<file path="src/rtl/xbar_slave_arbiter.sv">
// Per-slave round-robin arbiter/router for the 2x2 crossbar.
// Optional watchdog enabled by defining XBAR_ARB_TIMEOUT_EN.
module xbar_slave_arbiter #(
  parameter int MASTERS  = 2,
  parameter int N        = 32,
  parameter int SLAVE_ID = 0,
  parameter int SEL_BIT  = N - 1,
  parameter int TIMEOUT  = 16
) (
  input  logic                 clk,
  input  logic                 rst,
  input  logic [MASTERS-1:0]   m_req,
  input  logic [MASTERS*N-1:0] m_addr,
  input  logic [MASTERS-1:0]   m_cmd,
  input  logic [MASTERS*N-1:0] m_wdata,
  output logic [MASTERS-1:0]   m_ack,
  output logic [MASTERS*N-1:0] m_rdata,
  output logic                 s_req,
  output logic [N-1:0]         s_addr,
  output logic                 s_cmd,
  output logic [N-1:0]         s_wdata,
  input  logic                 s_ack,
  input  logic [N-1:0]         s_rdata,
  output logic [MASTERS-1:0]   grant,
  output logic                 timeout_err
);

  // Handshake: a transaction completes in any cycle where s_req && s_ack;
  // the granted master holds addr/cmd/wdata stable until then.

  localparam int PW = (MASTERS > 1) ? $clog2(MASTERS) : 1;

  typedef enum logic {ST_IDLE, ST_BUSY} state_e;

  state_e             state_q;
  logic [MASTERS-1:0] grant_q;
  logic [PW-1:0]      ptr_q;

  logic [MASTERS-1:0] elig;
  logic               pick_found;
  logic [PW-1:0]      pick_idx;
  logic [PW-1:0]      cand_idx;
  logic [PW-1:0]      g_idx;
  logic               busy;
  logic               done;
  int                 cand;

  always_comb begin
    for (int i = 0; i < MASTERS; i++) begin
      elig[i] = m_req[i] && (m_addr[i*N+SEL_BIT] == 1'(SLAVE_ID));
    end
  end

  // Scan in reverse so the last hit is the one nearest to ptr+1.
  always_comb begin
    pick_found = 1'b0;
    pick_idx   = '0;
    cand       = 0;
    cand_idx   = '0;
    for (int k = MASTERS; k >= 1; k--) begin
      cand     = (int'(ptr_q) + k) % MASTERS;
      cand_idx = PW'(cand);
      if (elig[cand_idx]) begin
        pick_found = 1'b1;
        pick_idx   = cand_idx;
      end
    end
  end

  always_comb begin
    g_idx = '0;
    for (int i = 0; i < MASTERS; i++) begin
      if (grant_q[i]) g_idx = PW'(i);
    end
  end

  assign busy  = (state_q == ST_BUSY);
  assign s_req = busy && |(grant_q & elig);
  assign done  = s_req && s_ack;
  assign grant = grant_q;

  always_comb begin
    s_addr  = '0;
    s_cmd   = 1'b0;
    s_wdata = '0;
    m_ack   = '0;
    m_rdata = '0;
    for (int i = 0; i < MASTERS; i++) begin
      if (busy && grant_q[i]) begin
        s_addr  = m_addr[i*N +: N];
        s_cmd   = m_cmd[i];
        s_wdata = m_wdata[i*N +: N];
        if (done) begin
          m_ack[i]         = 1'b1;
          m_rdata[i*N +: N] = s_rdata;
        end
      end
    end
  end

`ifdef XBAR_ARB_TIMEOUT_EN
  localparam int CW = (TIMEOUT > 1) ? $clog2(TIMEOUT + 1) : 1;
  logic [CW-1:0] cnt_q;
  logic          tmo_q;
  assign timeout_err = tmo_q;
`else
  assign timeout_err = 1'b0;
`endif

  always_ff @(posedge clk or negedge rst) begin
    if (!rst) begin
      state_q <= ST_IDLE;
      grant_q <= '0;
      ptr_q   <= PW'(MASTERS - 1);
`ifdef XBAR_ARB_TIMEOUT_EN
      cnt_q   <= '0;
      tmo_q   <= 1'b0;
`endif
    end else begin
`ifdef XBAR_ARB_TIMEOUT_EN
      tmo_q <= 1'b0;
`endif
      case (state_q)
        ST_IDLE: begin
          if (pick_found) begin
            grant_q <= {{(MASTERS-1){1'b0}}, 1'b1} << pick_idx;
            state_q <= ST_BUSY;
`ifdef XBAR_ARB_TIMEOUT_EN
            cnt_q   <= '0;
`endif
          end
        end
        ST_BUSY: begin
          if (done) begin
            ptr_q   <= g_idx;
            grant_q <= '0;
            state_q <= ST_IDLE;
          end else if (!s_req) begin
            // Master withdrew: abort without moving the priority pointer.
            grant_q <= '0;
            state_q <= ST_IDLE;
          end
`ifdef XBAR_ARB_TIMEOUT_EN
          else if (cnt_q == CW'(TIMEOUT - 1)) begin
            ptr_q   <= g_idx;
            grant_q <= '0;
            state_q <= ST_IDLE;
            tmo_q   <= 1'b1;
          end else begin
            cnt_q <= cnt_q + CW'(1);
          end
`endif
        end
        default: begin
          grant_q <= '0;
          state_q <= ST_IDLE;
        end
      endcase
    end
  end

endmodule

</file>
<file path="config.mk">
export PLATFORM = sky130hd
export DESIGN_NAME = xbar_slave_arbiter
export DESIGN_NICKNAME = d
export VERILOG_FILES = /design/src/rtl/xbar_slave_arbiter.sv
export SDC_FILE = /design/constraint.sdc
export NUM_CORES = 1
export LEC_CHECK = 0
export CORE_AREA = 4 4 115 117
export DETAILED_ROUTE_END_ITERATION = 10
export DIE_AREA = 0 0 119 121
export PLACE_DENSITY = 0.68
export SKIP_LAST_GASP = 1
export SYNTH_ARGS = -nofsm -noshare
export SYNTH_HDL_FRONTEND = slang
export SYNTH_SLANG_ARGS = --single-unit
</file>
<file path="constraint.sdc">
create_clock -name clk -period 1.4 [get_ports clk]
set_input_delay 0.28 -clock clk [delete_from_list [all_inputs] [get_ports clk]]
set_output_delay 0.28 -clock clk [all_outputs]
set_load 0.02 [all_outputs]
</file>
==> out/results.ini <==
[outcome]
outcome = finished, violations left
violations = setup timing

[place]
portBuffers = 300
dp_cells = 695
hpwl_mm = 9.63
gp_congestion = 0.852

[floorplan]
die_h_um = 121
pin_count = 302
die-area_um2 = 14400
rows = 41
die_w_um = 119
core_um2 = 12400
start_util_pct = 12.2

[logic_synthesis]
ys_warn_count = 0
synthArstFlopShare_pct = 100
synth_seq_area_share_pct = 6.74
synthCells = 224
synthFlopType = dfrtp_1
avgSynthCellArea_um2 = 6.71
synth_cell_type_count = 29
syn_nets = 391
syn-cell-area_um2 = 1500
synth_enable_flop_cells = 0
ys_ff_latch = 4

[worst_setup_path]
cp.required_ps = 1120
crit_fanout = 7
start_kind = flop
cp.arrival_ps = 1700
cp-end-kind = primary output
criticalPathCategory = reg2out

[global_route]
grt-ovfl-total = 0
grt_pass1_vias = 3451
grt_max_degree = 35
grt_usage_pct = 16.8
grt_pass1_wl_mm = 19.4
antenna_found_initial = 0

[power]
leakage_nw = 2.53
p_per_area_nw_per_um2 = 397
ir_worst_vdd_mv = 0.279

[detailed_routing]
wl_per_cell_um = 18.4
drtAntennaViolNets = 0
drc = 0
via_per_inst = 4.27
vias = 3236
dr.pass1.iters = 4
finalWirelength_mm = 13.9
drtIter0Drc = 62

[cells_and_area]
nNetsFinal = 753
syn_to_final_growth_pct = 312
antenna_cells = 0
instances_no_fill = 757
drive_above_1_share_pct = 51.6
fillers = 1125

[clock_network]
clk_latency_ps = 230
cts_tree = done
cts_buffers = 3
root_buffer = clkbuf_16
clkTransAtPathRegs_ps = 30
cts_sinks = 4
ctsHtreeMaxLevel = 1
clk_path_buf_depth = 2

[sta]
fmax_mhz = 505
layout_setup_ws_ps = -582
setup_violations = 135
tns_ps = -62680
hold_viol_final = 0
drv_slew = 0
rsz0062_at_grt = yes
finClkSkew_ps = 5.97
timing.final.crit_share_pct = 142
min_period_ps = 1980

[hold_path]
hold_path_class = in2async

[job]
drv_cap = 0

==> state kept, by name, indices dropped and copies added, names as in the netlist <==
register	count
ptr_q	1
busy	1
grant	2
==> repair_timing <==
action	4_1_cts	5_1_grt
endpoints found under the setup margin	137	136
pin swaps	17	25
hold buffers	0	0
cloned	7	2
buffers inserted	35	18
resized for setup	534	242
==> Yosys cell counts, types with 2 or more instances <==
cell type	number	area [µm²]
clkbuf_1	2	7.51
nand3b_1	2	15.0
a21oi_1	3	15.0
buf_6	18	203
dfrtp_1	3	75.1
a22o_1	65	569
buf_4	3	22.5
nand2b_1	3	18.8
o22ai_1	2	12.5
inv_1	2	7.51
buf_2	3	15.0
nand2_1	34	128
nor2_1	68	255
==> final timing paths <==
| kind | cells past startpoint | to | slack [ps] | startpoint |
|---|---|---|---|---|
| hold reg to reg | 3 | ptr_q$_DFFE_PN1P_ | 610 | ptr_q$_DFFE_PN1P_ |
| setup reg to reg | 9 | grant[1]$_DFFE_PN0P_ | -210 | busy$_DFF_PN0_ |
| max in group asynchronous | 1 | ptr_q$_DFFE_PN1P_ | 860 | rst |
| hold / removal | 1 | busy$_DFF_PN0_ | 280 | rst |
| min in group clk | 3 | ptr_q$_DFFE_PN1P_ | 610 | ptr_q$_DFFE_PN1P_ |
| setup / recovery | 7 | s_wdata[27] | -580 | grant[1]$_DFFE_PN0P_ |
==> power by group <==
group,switching (mW),internal [mW],total [mW],leakage [nW]
sequential,0.0195,0.150,0.169,0.0466
combinational,0.772,1.05,1.82,2.44
clock,0.0847,0.377,0.461,0.0382
total,0.877,1.58,2.45,2.53
==> cells in the final DEF (no fill, tap or decap), drive strengths merged <==
master         netlist  final
dfrtp                3      3
a21boi               1      1
or2                  1      1
nor2                68     68
a31oi                1      1
inv                  2      2
o22ai                2      2
a21oi                3      3
nand2b               3      3
a211oi               1      1
and4b                2      2
clkdlybuf4s15        0     32
nand3b               2      2
and2                 1      1
dlygate4sd2          0      3
o22a                 1      1
clkdlybuf4s50        0    162
conb                 1      1
nor2b                1      1
and2b                1      1
dlymetal6s2s         0      1
o21bai               2      2
nand2               34     34
buf                 25    184
dfstp                1      1
a22o                65     65
o21ai                1      1
clkbuf               2      6
==> critical path, cell delays in order, from the launching register on <==
cell	delay (ps)
dfrtp_2	420
and2_4	180
buf_12	140
buf_16	130
buf_8	120
buf_6	110
a22o_4	240
buf_6	130
==> metal layers <==
layer,track usage [%],wire length [µm]
met2,31.1,7170
met3,4.01,1260
met5,0,0
met1,19.9,5250
met4,2.97,218
==> through the flow <==
step           util (%)  power [mW]  setup slack, ps  hold slack, ps  area (µm²)
2_1_floorplan         -       0.806            -60.3           -15.6        1700
3_3_place_gp       39.7        1.69             -992             495        4910
3_5_place_dp       39.7        1.69            -1010             508        4910
4_1_cts            45.2        2.31             -642             279        5580
5_1_grt            50.0        2.57             -613             291        6190
6_report           50.0        2.45             -582             277        6190
==> cells by family after synthesis <==
family                 count (synthesis)  synth area share, %
AO/OA/AOI/OAI                         77                 44.5
other                                  1                0.250
AND/OR/NAND/NOR                      113                 31.2
buffers and inverters                 29                 17.2
flip-flops                             4                 6.74
==> area by class of cell <==
type                    count  area [µm²]  share of cell area (%)
repair buffers            384        4160                    67.3
well taps                 172         215                    3.48
clock buffers               4        78.8                    1.27
multi-input cells         191        1620                    26.2
inverters                   2        7.51                   0.121
flip-flops and latches      4         104                    1.68
No activity file was read; power rests on OpenSTA's default activity.
